===== src/rtl/mc_arb_pkg.sv =====
`default_nettype none
// ============================================================================
// Module      : mc_arb_pkg
// Description : Shared types and constants for the memory-controller pad-bus
//               arbiter (mc_bus_arb) and its round-robin picker.
//               Contents:
//                 arb_state_e - arbiter FSM state encoding
//                 TURN_CYC    - bus turnaround length in cycles
//                 c_STAT_W    - width of the optional statistics counters
//                 rr_wrap()   - modular wrap for round-robin index math
// Revision    : 1.0 - initial release
// ============================================================================
package mc_arb_pkg;

    typedef enum logic [2:0] {
        IDLE     = 3'd0,
        GRANT    = 3'd1,
        TURN_IN  = 3'd2,
        EXT_GNT  = 3'd3,
        TURN_OUT = 3'd4
    } arb_state_e;

    // Cycles spent with every pad tristated on each side of an external grant.
    localparam int TURN_CYC = 1;

    localparam int c_STAT_W = 16;

    // Wrap an index that may have overrun the requester count by less than n.
    function automatic int rr_wrap(input int a, input int n);
        return (a >= n) ? (a - n) : a;
    endfunction

endpackage
`default_nettype wire


===== src/rtl/mc_rr_picker.sv =====
`default_nettype none
// ============================================================================
// Module      : mc_rr_picker
// Description : Combinational round-robin selector. Returns the first set
//               request at or after the pointer, wrapping past the top.
// Ports       : i_req     [NUM_REQ]  request vector
//               i_ptr     [PTR_W]    search start index (< NUM_REQ)
//               o_onehot  [NUM_REQ]  one-hot winner (zero when none)
//               o_idx     [PTR_W]    winner index (zero when none)
//               o_valid              at least one request set
// Revision    : 1.0 - initial release
// ============================================================================
module mc_rr_picker
    import mc_arb_pkg::*;
#(
    parameter int NUM_REQ = 4
) (
    input  logic [NUM_REQ-1:0]         i_req,
    input  logic [$clog2(NUM_REQ)-1:0] i_ptr,
    output logic [NUM_REQ-1:0]         o_onehot,
    output logic [$clog2(NUM_REQ)-1:0] o_idx,
    output logic                       o_valid
);

    localparam int c_PTR_W = $clog2(NUM_REQ);

    logic [c_PTR_W-1:0] w_cand;

    always_comb begin
        o_onehot = '0;
        o_idx    = '0;
        o_valid  = 1'b0;
        w_cand   = '0;
        for (int k = 0; k < NUM_REQ; k++) begin
            w_cand = c_PTR_W'(rr_wrap(int'(i_ptr) + k, NUM_REQ));
            if (!o_valid && i_req[w_cand]) begin
                o_valid          = 1'b1;
                o_idx            = w_cand;
                o_onehot[w_cand] = 1'b1;
            end
        end
    end

endmodule
`default_nettype wire


===== src/rtl/mc_bus_arb.sv =====
`default_nettype none
// ============================================================================
// Module      : mc_bus_arb
// Description : Owner of the memory pad bus. Round-robin arbitration between
//               NUM_REQ internal requesters plus the external bus-request /
//               bus-grant handshake with a tristate turnaround on both sides
//               of every external tenure.
// Ports       : mc_clk_i, mc_rst_i (sync, active high)
//               req_i [NUM_REQ]   level requests, held until granted
//               done_i [NUM_REQ]  owner finished one transaction (pulse)
//               gnt_o [NUM_REQ]   registered one-hot grant
//               gnt_id_o          current owner index
//               mc_br_pad_i       external bus request (asynchronous)
//               mc_bg_pad_o       external bus grant (registered)
//               pad_oe_o          1 = controller drives the pads
//               busy_o            FSM not in IDLE
// Config      : MC_ARB_STATS_EN adds stats_clr_i, ext_gnt_cnt_o, wait_max_o.
// Revision    : 1.0 - initial release
// ============================================================================
module mc_bus_arb
    import mc_arb_pkg::*;
#(
    parameter int NUM_REQ  = 4,
    parameter int MAX_HOLD = 8
) (
    input  logic                        mc_clk_i,
    input  logic                        mc_rst_i,
    input  logic [NUM_REQ-1:0]          req_i,
    input  logic [NUM_REQ-1:0]          done_i,
    output logic [NUM_REQ-1:0]          gnt_o,
    output logic [$clog2(NUM_REQ)-1:0]  gnt_id_o,
    input  logic                        mc_br_pad_i,
    output logic                        mc_bg_pad_o,
    output logic                        pad_oe_o,
    output logic                        busy_o
`ifdef MC_ARB_STATS_EN
    ,
    input  logic                        stats_clr_i,
    output logic [c_STAT_W-1:0]         ext_gnt_cnt_o,
    output logic [c_STAT_W-1:0]         wait_max_o
`endif
);

    localparam int c_PTR_W  = $clog2(NUM_REQ);
    localparam int c_HOLD_W = $clog2(MAX_HOLD + 1);
    localparam int c_TURN_W = (TURN_CYC > 1) ? $clog2(TURN_CYC) : 1;

    localparam logic [c_PTR_W-1:0]  c_PTR_LAST  = c_PTR_W'(NUM_REQ - 1);
    localparam logic [c_HOLD_W:0]   c_HOLD_LIM  = (c_HOLD_W + 1)'(MAX_HOLD);
    localparam logic [c_HOLD_W-1:0] c_HOLD_SAT  = c_HOLD_W'(MAX_HOLD);
    localparam logic [c_TURN_W-1:0] c_TURN_LAST = c_TURN_W'(TURN_CYC - 1);
    localparam logic [NUM_REQ-1:0]  c_ONE       = NUM_REQ'(1);

    // ------------------------------------------------------------------
    // External request synchronizer
    // ------------------------------------------------------------------
    logic r_br_meta;
    logic r_br_s;

    // ------------------------------------------------------------------
    // Arbiter state
    // ------------------------------------------------------------------
    arb_state_e          r_state;
    arb_state_e          w_next;
    logic [c_PTR_W-1:0]  r_ptr;
    logic [c_PTR_W-1:0]  w_ptr_nxt;
    logic [c_PTR_W-1:0]  r_owner;
    logic [c_PTR_W-1:0]  w_owner_nxt;
    logic [c_HOLD_W-1:0] r_hold;
    logic [c_HOLD_W-1:0] w_hold_nxt;
    logic [c_HOLD_W:0]   w_hold_inc;
    logic [c_TURN_W-1:0] r_turn;
    logic [c_TURN_W-1:0] w_turn_nxt;

    logic [NUM_REQ-1:0]  r_gnt;
    logic [NUM_REQ-1:0]  w_gnt_nxt;
    logic [NUM_REQ-1:0]  w_owner_oh;
    logic [NUM_REQ-1:0]  w_others;
    logic                r_bg;
    logic                r_oe;

    logic [NUM_REQ-1:0]  w_pick_oh;
    logic [c_PTR_W-1:0]  w_pick_idx;
    logic                w_pick_vld;

    mc_rr_picker #(
        .NUM_REQ (NUM_REQ)
    ) u_picker (
        .i_req    (req_i),
        .i_ptr    (r_ptr),
        .o_onehot (w_pick_oh),
        .o_idx    (w_pick_idx),
        .o_valid  (w_pick_vld)
    );

    assign w_owner_oh = c_ONE << r_owner;
    assign w_others   = req_i & ~w_owner_oh;
    // One bit wider than the counter so the MAX_HOLD compare cannot wrap.
    assign w_hold_inc = {1'b0, r_hold} + (c_HOLD_W + 1)'(1);

    // ------------------------------------------------------------------
    // Next-state logic
    // ------------------------------------------------------------------
    always_comb begin
        w_next      = r_state;
        w_ptr_nxt   = r_ptr;
        w_owner_nxt = r_owner;
        w_hold_nxt  = r_hold;
        w_turn_nxt  = '0;

        case (r_state)
            IDLE: begin
                // The external master always wins an idle bus.
                if (r_br_s) begin
                    w_next = TURN_IN;
                end else if (w_pick_vld) begin
                    w_next      = GRANT;
                    w_owner_nxt = w_pick_idx;
                    w_ptr_nxt   = (w_pick_idx == c_PTR_LAST) ? '0
                                : w_pick_idx + c_PTR_W'(1);
                    w_hold_nxt  = '0;
                end
            end

            GRANT: begin
                if (done_i[r_owner]) begin
                    if (r_hold != c_HOLD_SAT) begin
                        w_hold_nxt = w_hold_inc[c_HOLD_W-1:0];
                    end
                    // A pending external request only takes effect at a
                    // transaction boundary; it never cuts one short.
                    if (req_i[r_owner] && !r_br_s &&
                        ((w_hold_inc < c_HOLD_LIM) || (w_others == '0))) begin
                        w_next = GRANT;
                    end else begin
                        w_next = r_br_s ? TURN_IN : IDLE;
                    end
                end else if (!req_i[r_owner]) begin
                    w_next = IDLE;
                end
            end

            TURN_IN: begin
                if (r_turn == c_TURN_LAST) begin
                    // A request withdrawn during turnaround skips the grant.
                    w_next = r_br_s ? EXT_GNT : TURN_OUT;
                end else begin
                    w_turn_nxt = r_turn + c_TURN_W'(1);
                end
            end

            EXT_GNT: begin
                if (!r_br_s) begin
                    w_next = TURN_OUT;
                end
            end

            TURN_OUT: begin
                if (r_turn == c_TURN_LAST) begin
                    w_next = IDLE;
                end else begin
                    w_turn_nxt = r_turn + c_TURN_W'(1);
                end
            end

            default: begin
                w_next = IDLE;
            end
        endcase
    end

    assign w_gnt_nxt = (w_next == GRANT) ? (c_ONE << w_owner_nxt) : '0;

    // ------------------------------------------------------------------
    // State and output registers; outputs decode the next state so they
    // change on the same edge as the state itself.
    // ------------------------------------------------------------------
    always_ff @(posedge mc_clk_i) begin
        if (mc_rst_i) begin
            r_br_meta <= 1'b0;
            r_br_s    <= 1'b0;
            r_state   <= IDLE;
            r_ptr     <= '0;
            r_owner   <= '0;
            r_hold    <= '0;
            r_turn    <= '0;
            r_gnt     <= '0;
            r_bg      <= 1'b0;
            r_oe      <= 1'b0;
        end else begin
            r_br_meta <= mc_br_pad_i;
            r_br_s    <= r_br_meta;
            r_state   <= w_next;
            r_ptr     <= w_ptr_nxt;
            r_owner   <= w_owner_nxt;
            r_hold    <= w_hold_nxt;
            r_turn    <= w_turn_nxt;
            r_gnt     <= w_gnt_nxt;
            r_bg      <= (w_next == EXT_GNT);
            r_oe      <= (w_next == IDLE) || (w_next == GRANT);
        end
    end

    assign gnt_o       = r_gnt;
    assign gnt_id_o    = r_owner;
    assign mc_bg_pad_o = r_bg;
    assign pad_oe_o    = r_oe;
    assign busy_o      = (r_state != IDLE);

`ifdef MC_ARB_STATS_EN
    // ------------------------------------------------------------------
    // Statistics: external grant count and worst internal wait time.
    // ------------------------------------------------------------------
    localparam logic [c_STAT_W-1:0] c_STAT_MAX = '1;

    logic [c_STAT_W-1:0] r_ext_cnt;
    logic [c_STAT_W-1:0] r_wait_max;
    logic [c_STAT_W-1:0] r_wait [NUM_REQ];
    logic [c_STAT_W-1:0] w_wait_peak;
    logic                w_ext_entry;

    assign w_ext_entry = (r_state == TURN_IN) && (w_next == EXT_GNT);

    always_comb begin
        w_wait_peak = '0;
        for (int i = 0; i < NUM_REQ; i++) begin
            if (r_wait[i] > w_wait_peak) begin
                w_wait_peak = r_wait[i];
            end
        end
    end

    always_ff @(posedge mc_clk_i) begin
        if (mc_rst_i) begin
            r_ext_cnt  <= '0;
            r_wait_max <= '0;
            for (int i = 0; i < NUM_REQ; i++) begin
                r_wait[i] <= '0;
            end
        end else begin
            for (int i = 0; i < NUM_REQ; i++) begin
                if (req_i[i] && !r_gnt[i]) begin
                    if (r_wait[i] != c_STAT_MAX) begin
                        r_wait[i] <= r_wait[i] + c_STAT_W'(1);
                    end
                end else begin
                    r_wait[i] <= '0;
                end
            end
            if (stats_clr_i) begin
                r_ext_cnt  <= '0;
                r_wait_max <= '0;
            end else begin
                if (w_ext_entry && (r_ext_cnt != c_STAT_MAX)) begin
                    r_ext_cnt <= r_ext_cnt + c_STAT_W'(1);
                end
                if (w_wait_peak > r_wait_max) begin
                    r_wait_max <= w_wait_peak;
                end
            end
        end
    end

    assign ext_gnt_cnt_o = r_ext_cnt;
    assign wait_max_o    = r_wait_max;
`endif

endmodule
`default_nettype wire


===== config.mk =====
export PLATFORM = sky130hd
export DESIGN_NAME = mc_bus_arb
export DESIGN_NICKNAME = d
export VERILOG_FILES = /design/src/rtl/mc_arb_pkg.sv /design/src/rtl/mc_rr_picker.sv /design/src/rtl/mc_bus_arb.sv
export SDC_FILE = /design/constraint.sdc
export NUM_CORES = 1
export LEC_CHECK = 0
export ABC_AREA = 1
export ABC_CLOCK_PERIOD_IN_PS = 2400
export BUFFER_PORTS_ARGS = -buffer_cell sky130_fd_sc_hd__buf_2
export CAP_MARGIN = 20
export CORE_ASPECT_RATIO = 0.6
export CORE_UTILIZATION = 50
export CTS_BUF_LIST = sky130_fd_sc_hd__clkbuf_2
export CTS_CLUSTER_DIAMETER = 200
export DETAILED_ROUTE_END_ITERATION = 10
export PLACE_DENSITY = 0.71
export SYNTH_ARGS = -nofsm -noshare
export SYNTH_HDL_FRONTEND = slang
export SYNTH_SLANG_ARGS = --single-unit

===== constraint.sdc =====
create_clock -name mc_clk_i -period 2.4 [get_ports mc_clk_i]
set_input_delay 0.24 -clock mc_clk_i [delete_from_list [all_inputs] [get_ports mc_clk_i]]
set_output_delay 0.24 -clock mc_clk_i [all_outputs]
set_load 0.01 [all_outputs]

==> summary.md, run 1 <==
| Metric | Value |
|---|---|
| Nets@finish | about 250 |
| Compound-gate portion of the synthesized area | around a tenth |
| TNS Setup | 0 ns |
| Multi-input logic area | ~800 sq um |
| Share of post-route cells with drive strength above 1 | 22.2% |
| Synth unique cells | 32 |
| PortBufs | 19 |
| Area of all sequential standard cells | 400 sq um |
| Vias in the first global route | approximately 1200 |
| FF+latch count, synth | 20 |
| Synth Area in XOR/XNOR | 0% |
| Worst endpoint required time | ~2.6 ns |
| CP max FO | 9 |
| Vias/cell | around 5 |
| DR vias | ~1300 |
| Die area | between 2000 and 3000 sq um |
| Post-Syn Instances | approximately 210 |
| Final Non-Filler Cells | ~260 |
| Largest net degree at the start of global routing | 11 |
| Post-synth EDFFs | 0 |
| YS warnings | 0 |
| Post-synthesis instance area | 1350 sq um |
| Top FF cell, synth | dfxtp_1 |
| Wire length per cell | roughly 11 microns |
| # fillers | roughly 250 |
| Grt ovf | 0 |
| Hold Buf Count CTS | 0 |
| Simple-gate area share of the yosys netlist | between 40% and 50% |
| Placed Area | 1460 sq um |
| Post-Route WL | approximately 3 mm |
| Synth Area in Adders | 2.79% |
| Die Height | roughly 42 microns |
| I/O Pins | 20 |
| Hpwl dp | between 2 and 2.5 mm |
| Antenna cells | 0 |
| Root buf cell | clkbuf_2 |
| Peak supply drop | about 0.57 mV |
| Syn nets | approximately 230 |
| Postcts setup bufs | 0 |
| WS Path Type | flip-flop to flip-flop |
| Syn avg cell area | approximately 6.4 sq um |
| Wire length of the first global-routing pass | just over 5 mm |
| DRT iter0 DRCs | 86 |
| Die W | between 60 and 70 microns |
| Clock latency on the worst-skew pair | approximately 0.31 ns |
| Pins Over Slew Limit | 0 |
| Area delta synth->final | 9.47% |
| Fin Hold WS | approximately 0.11 ns |
| Asr flop ratio synth | 0% |
| Power Dens Cells | between 1000 and 1500 nW/um^2 |
| H-tree depth | 1 |
| Hold crit path type | primary input to flip-flop |
| Mux cell area share after synthesis | 0% |
| Post-CTS sizing | 0 |
| DRC Markers | 0 |
| Minimum clock period | 2.05 ns |
| Post-synthesis sequential area ratio | 29.7% |
| Finished Core Util | between 50% and 60% |
| Combinational family with the most area after synthesis | simple AND/OR/NAND/NOR gates |
| DR pass1 iterations | 4 |
| GPL Wtd Cong | around 0.91 |
| Design Power | approximately 1.8 mW |
| R2R Setup Slk | roughly 0.35 ns |
| Deepest clock path buffer count | 2 |
| Clock tree sinks | 20 |
| CTS buffer count | 3 |
| Worst setup margin | roughly 0.35 ns |
| Final setup viols | 0 |
| Setup slack at placement | approximately 0.38 ns |
| Initial Utilization | between 50% and 60% |
| Max Clk Rate | just under 500 MHz |
| CTS tree | yes |
| GRT Util Overall | 22.1% |
| Final clock skew | just under 0.002 ns |
| Final non-filler cell area | between 1000 and 1500 sq um |
| Reg clk slew, reported paths | around 0.18 ns |
| CP endpoint kind | flip-flop |
| LEAKAGE | 0.801 nW |
| WP data arrival | 2.27 ns |
| Status | finished clean |
| Startpoint Class | flip-flop |
| Endpoints failing hold | 0 |
| Initial antenna violation count | 0 |
| Antenna-violating nets left | 0 |
| Std cell rows | 14 |
| Maxcap violations | 0 |
| Unrepaired setup endpoints after global routing | no |
| Placed cells | about 260 |
| Core area | around 2500 sq um |
| Fin crit share | about 85% |
cells by family (layout without fill, tap and decap cells):
group / after synthesis / after routing
AND/OR/NAND/NOR: 133 / 133
buffers and inverters: 33 / 52
AO/OA/AOI/OAI: 21 / 21
flip-flops: 20 / 20
adder cells (fa/ha/maj): 3 / 3
other: 1 / 1
registers in the layout, indices dropped and copies added, names as in the netlist:
name	cells
r_br_s	1
mc_bg_pad_o	1
r_hold	4
pad_oe_o	1
gnt_o	4
r_turn	1
r_ptr	2
r_state	3
gnt_id_o	2
r_br_meta	1
synth_stat cells, types with 2 or more instances:
library cell,count,area (sq um)
a21oi_1,10,50.1
dfxtp_1,20,400
ha_1,3,37.5
inv_1,24,90.1
inv_2,4,15.0
nand2_1,64,240
nand2_2,8,50.1
nand2_4,3,33.8
nand3_1,18,90.1
nand3_2,2,20.0
nand4_1,2,12.5
nor2_1,28,105
nor2_2,2,12.5
o21ai_0,3,15.0
o21ai_2,2,17.5
or2_2,2,12.5
per-layer routing:
| metal | track usage, % | routed length [microns] | up-vias |
|---|---|---|---|
| met3 | 5.77 | 211 | 2 |
| met4 | 3.67 | 9 | 0 |
| met2 | 35.1 | 1230 | 44 |
| met5 | 0 | 0 | - |
| met1 | 30.6 | 1530 | 589 |
| li1 | - | - | 695 |
layout make-up:
class | instances | area share, %
Multi-Input combinational cell | 158 | 54.7
Clock buffer | 3 | 1.02
Inverter | 30 | 7.97
Tap cell | 32 | 2.71
Sequential cell | 20 | 27.1
Timing Repair Buffer | 19 | 6.45
cell usage in the layout, fill, tap and decap left out, types with 2 or more instances in the layout:
cell,n
o21ai_0,3
nand2_2,8
nor2_2,2
clkbuf_2,3
inv_1,24
a21oi_1,10
nor2_1,28
nand2_1,64
dfxtp_1,20
o21ai_2,2
ha_1,3
nand2_4,3
nand3_2,2
inv_2,4
nand4_1,2
buf_2,19
nand3_1,18
or2_2,2
worst max-delay path, cell delays in order (launching register included):
cell	delay [ns]
dfxtp_1	0.59
nand2_1	0.14
nand3_1	0.15
nand2_2	0.11
nor2_8	0.15
nand3_4	0.10
nand3_1	0.18
inv_1	0.06
ha_1	0.27
o21ai_0	0.17
a21oi_1	0.05
path summary, 6_finish.rpt:
kind          startpoint   endpoint  cells after the start
max reg2reg     r_ptr[0]   r_ptr[1]                     10
min          mc_br_pad_i  r_br_meta                      3
min reg2reg    r_br_meta     r_br_s                      2
max             r_ptr[0]   r_ptr[1]                     10
report_power, final:
part           switching, mW  total, mW  internal (mW)
registers              0.131      0.559          0.428
logic                  0.726       1.12          0.390
clock network         0.0988      0.133         0.0341
Power figures use the tool's default switching activity.
==> run 2: changes to the inputs <==
Settings changed: BUFFER_PORTS_ARGS -buffer_cell sky130_fd_sc_hd__buf_2 to -buffer_cell sky130_fd_sc_hd__clkbuf_2, CORE_UTILIZATION 50 to 55, PLACE_DENSITY 0.71 to 0.77.
==> summary.md, run 2 (same netlist as run 1, synthesis figures left out) <==
| Metric | Value |
|---|---|
| LEAKAGE | 0.799 nW (-0.20%) |
| DRT iter0 DRCs | 177 (+110%) |
| Postcts setup bufs | 0 (unchanged) |
| Initial Utilization | 60.0% (+6.6 points) |
| Max Clk Rate | 487 MHz (-0.32%) |
| DR pass1 iterations | 4 (unchanged) |
| R2R Setup Slk | 0.35 ns (about the same) |
| Post-Route WL | 3.05 mm (+2.6%) |
| Design Power | 1.84 mW (+1.6%) |
| Initial antenna violation count | 0 (unchanged) |
| Grt ovf | 0 (unchanged) |
| Antenna-violating nets left | 0 (unchanged) |
| Antenna cells | 0 (unchanged) |
| Maxcap violations | 0 (unchanged) |
| Post-CTS sizing | 0 (unchanged) |
| Hold Buf Count CTS | 0 (unchanged) |
| Setup slack at placement | 0.350 ns (-0.0260 ns) |
| Hold Path Depth | 3 (unchanged) |
| Nets@finish | 246 (unchanged) |
| Die area | 2660 sq um (-8.8%) |
| Die W | 65.9 microns (-4.5%) |
| Worst setup margin | 0.346 ns (-0.00657 ns) |
| WS Path Type | flip-flop to flip-flop |
| Share of post-route cells with drive strength above 1 | 22.1% (-0.096 points) |
| H-tree depth | 1 (unchanged) |
| Most common cell after layout, fill and taps aside | nand2_1 |
| Minimum clock period | 2.05 ns (+0.00657 ns) |
| Clock tree sinks | 20 (unchanged) |
| Status | finished clean |
| Vias in the first global route | 1122 (-6.9%) |
| GPL Wtd Cong | 0.806 (-11%) |
| Std cell rows | 13 (-1) |
| Worst flop-to-flop path startpoint | r_ptr[0] |
| Root buf cell | clkbuf_2 |
| GRT Util Overall | 26.5% (+4.5 points) |
| Worst reg2reg path endpoint | r_ptr[1] |
| DRC Markers | 0 (unchanged) |
| Fin crit share | 85.6% (+0.27 points) |
| Startpoint Class | flip-flop |
| Wire length per cell | 11.7 microns (+3.0%) |
| Final clock skew | 0.00112 ns (-0.000813 ns) |
| Power Dens Cells | 1240 nW/um^2 (+1.5%) |
| Finished Core Util | 65.8% (+7.3 points) |
| WHS Endpoint | r_br_meta |
| Pins Over Slew Limit | 0 (unchanged) |
| TNS Setup | 0 ns (unchanged) |
| R2R cell count | 10 (unchanged) |
| Die Height | 40.3 microns (-4.4%) |
| Largest net degree at the start of global routing | 12 (+1) |
| Hold_sp | mc_br_pad_i |
| I/O Pins | 20 (unchanged) |
| Unrepaired setup endpoints after global routing | no |
| Final setup viols | 0 (unchanged) |
| Hpwl dp | 2.48 mm (+3.0%) |
| Clock latency on the worst-skew pair | 0.31 ns (about the same) |
| CTS buffer count | 3 (unchanged) |
| Most frequent cells in the layout | 64 x nand2_1, 28 x nor2_1, 24 x inv_1 |
| Worst endpoint required time | 2.63 ns (about the same) |
| Deepest clock path buffer count | 2 (unchanged) |
| CTS tree | yes |
| DR vias | 1368 (+2.9%) |
| PortBufs | 19 (unchanged) |
| Wire length of the first global-routing pass | 5.10 mm (-1.2%) |
| CP max FO | 9 (unchanged) |
| Vias/cell | 5.24 (+3.3%) |
| Peak supply drop | 0.599 mV (+5.5%) |
| Endpoints failing hold | 0 (unchanged) |
| Hold crit path type | primary input to flip-flop |
| Reg clk slew, reported paths | 0.18 ns (about the same) |
| CP endpoint kind | flip-flop |
| Core area | 2240 sq um (-11%) |
| Area delta synth->final | 9.56% (about the same) |
| WP data arrival | 2.28 ns (about the same) |
[run 2: critical path, stage by stage (launching register included)]
cell and delay (ns):
dfxtp_1 0.59, nand2_1 0.13, nand3_1 0.17, nand2_2 0.12
nor2_8 0.15, nand3_4 0.09, nand3_1 0.17, inv_1 0.07
ha_1 0.26, o21ai_0 0.16, a21oi_1 0.05
[run 2: layout make-up]
type	count	area (sq um)
Multi-Input combinational cell	158	807
Clock buffer	3	15.0
Timing Repair Buffer	19	95.1
Tap cell	30	37.5
Inverter	30	118
Fill cell	196	768
Sequential cell	20	400
Clock inverter	1	3.75
[run 2: metal layers]
| metal | GRT usage (%) | share of wire (%) | up-vias |
|---|---|---|---|
| li1 | - | - | 696 |
| met1 | 37.8 | 52 | 628 |
| met3 | 6.25 | 6.7 | 2 |
| met5 | 0 | 0 | - |
| met4 | 4.35 | 0.26 | 0 |
| met2 | 41.3 | 41 | 42 |
[run 2: stage by stage]
step,hold WS (ns),cells,cell area (sq um)
after global placement,0.391,257,1460
after global routing,0.0658,261,1480
after detailed placement,0.404,257,1460
final,0.0846,261,1480
after CTS,0.0690,261,1480
after floorplan,0.347,211,1350
[run 2: worst max path at each step]
stage,startpoint,slack (ns),end
finish,r_ptr[0],0.35,r_ptr[1]
global route,r_ptr[0],0.17,r_ptr[1]
CTS,r_ptr[0],0.32,r_ptr[1]
detailed placement,r_ptr[0],0.35,r_ptr[1]
global placement,r_ptr[0],0.48,r_ptr[1]
floorplan,r_ptr[0],0.72,r_ptr[1]
[run 2: report_power, final]
group	switching, mW	internal (mW)
clock	0.102	0.0362
combinational	0.752	0.390
sequential	0.128	0.428
total	0.983	0.854
==> run 3: changes to the inputs <==
Settings changed: CELL_PAD_IN_SITES_DETAIL_PLACEMENT set to 2, CELL_PAD_IN_SITES_GLOBAL_PLACEMENT set to 2, CORE_UTILIZATION 55 to 31, PLACE_DENSITY 0.77 to unset, PLACE_DENSITY_LB_ADDON set to 0.1.
==> summary.md, run 3 (same netlist as run 1, synthesis figures left out) <==
| Metric | Value |
|---|---|
| Status | finished clean |
| Initial Utilization | 32.5% (-28 points) |
| CTS tree | yes |
| Worst slew margin | about two thirds |
| GPL Wtd Cong | 0.881 (+9.3%) |
| Max Clk Rate | 466 MHz (-4.2%) |
| Hold crit path type | primary input to flip-flop |
| Share of post-route cells with drive strength above 1 | 22.5% (+0.43 points) |
| Core area | 4140 sq um (+85%) |
| GRT Util Overall | 20.5% (-6.0 points) |
| Clock latency on the worst-skew pair | 0.36 ns (+0.05 ns) |
| TNS Setup | 0 ns (unchanged) |
| Antenna-violating nets left | 0 (unchanged) |
| Nets@finish | 246 (unchanged) |
| Vias in the first global route | 1412 (+26%) |
| Die W | 87.1 microns (+32%) |
| Initial antenna violation count | 0 (unchanged) |
| WP data arrival | 2.44 ns (+0.16 ns) |
| Wire length per cell | 14.7 microns (+26%) |
| Final clock skew | 0.0420 ns (+0.0408 ns) |
| Maxcap violations | 0 (unchanged) |
| Area delta synth->final | 14.3% |
| Startpoint Class | flip-flop |
| Reg clk slew, reported paths | 0.26 ns (+0.08 ns) |
| LEAKAGE | 0.811 nW (+1.6%) |
| Antenna cells | 0 (unchanged) |
| Fin crit share | 89.4% (+3.8 points) |
| Deepest clock path buffer count | 2 (unchanged) |
| Die Height | 53.1 microns (+32%) |
| Wire length of the first global-routing pass | 6.98 mm (+37%) |
| I/O Pins | 20 (unchanged) |
| Power Dens Cells | 1310 nW/um^2 (+5.5%) |
| Root buf cell | clkbuf_2 |
| Peak supply drop | 0.484 mV (-19%) |
| Design Power | 2.02 mW (+10%) |
| Worst slew pin tran | roughly 0.50 ns |
| DR vias | 1375 (+0.51%) |
| Most common cell after layout, fill and taps aside | nand2_1 |
| Post-Route WL | 4.29 mm (+41%) |
| DRT iter0 DRCs | 30 (-83%) |
| Pins Over Slew Limit | 0 (unchanged) |
| CP max FO | 9 (unchanged) |
| Unrepaired setup endpoints after global routing | no |
| Hold Buf Count CTS | 0 (unchanged) |
| Final setup viols | 0 (unchanged) |
| Hpwl dp | 3.46 mm (+39%) |
| Worst setup margin | 0.255 ns (-0.0907 ns) |
| CTS buffer count | 3 (unchanged) |
| Worst endpoint required time | 2.69 ns (+0.06 ns) |
| PortBufs | 19 (unchanged) |
| Grt ovf | 0 (unchanged) |
| H-tree depth | 1 (unchanged) |
| Most frequent cells in the layout | 64 x nand2_1, 28 x nor2_1, 24 x inv_1 |
| Die area | 4620 sq um (+74%) |
| Largest net degree at the start of global routing | 13 (+1) |
| Clock tree sinks | 20 (unchanged) |
| Std cell rows | 18 (+5) |
| Placed cells | 287 (+12%) |
| Final Non-Filler Cells | 291 (+11%) |
| Setup slack at placement | 0.270 ns (-0.0800 ns) |
| Endpoints failing hold | 0 (unchanged) |
| Postcts setup bufs | 0 (unchanged) |
| DRC Markers | 0 (unchanged) |
| DR pass1 iterations | 4 (unchanged) |
| WS Path Type | flip-flop to flip-flop |
| Post-CTS sizing | 0 (unchanged) |
| Minimum clock period | 2.14 ns (+0.0907 ns) |
| Vias/cell | 4.73 (-9.9%) |
| CP endpoint kind | flip-flop |
## run 3: layout make-up
cell class | instances | area, sq um
clock buffer | 3 | 15.0
tap | 60 | 75.1
clock inverter | 1 | 30.0
sequential | 20 | 400
inverter | 30 | 118
multi-input combinational | 158 | 807
fill | 520 | 2600
timing repair buffer | 19 | 95.1
## run 3: worst paths after layout
| check | start | end | slack, ns | cells after the start |
|---|---|---|---|---|
| max | r_ptr[0] | r_ptr[1] | 0.26 | 12 |
| min | mc_br_pad_i | r_br_meta | 0.08 | 3 |
| max reg2reg | r_ptr[0] | r_ptr[1] | 0.26 | 12 |
| min reg2reg | r_br_meta | r_br_s | 0.43 | 2 |
## run 3: worst max-delay path: stages (launching register included)
cell	delay, ns
dfxtp_1	0.65
inv_6	0.09
nand2_1	0.11
nand3_1	0.07
nand2_1	0.07
inv_1	0.11
o21ai_0	0.17
nand2_1	0.07
nand3_1	0.15
inv_1	0.07
ha_1	0.26
o21ai_0	0.19
a21oi_1	0.07
## run 3: power by group
part	leakage [nW]	internal [mW]	total, mW	switching [mW]
clock	0.0266	0.143	0.268	0.125
combinational	0.620	0.389	1.17	0.784
sequential	0.165	0.428	0.580	0.152
## run 3: through the flow
stage                     hold WS, ns  area (sq um)  util, %
after floorplan                 0.347          1350        -
after global placement          0.397          1500     36.1
after detailed placement        0.402          1500     36.1
after CTS                      0.0520          1540     37.2
after global routing           0.0450          1540     37.2
final                          0.0845          1540     37.2
## run 3: per-layer routing
metal | GRT usage (%) | share of wire (%)
met1 | 28.4 | 51
met2 | 33.6 | 45
met3 | 3.74 | 2.5
met4 | 4.10 | 0.68
met5 | 0 | 0
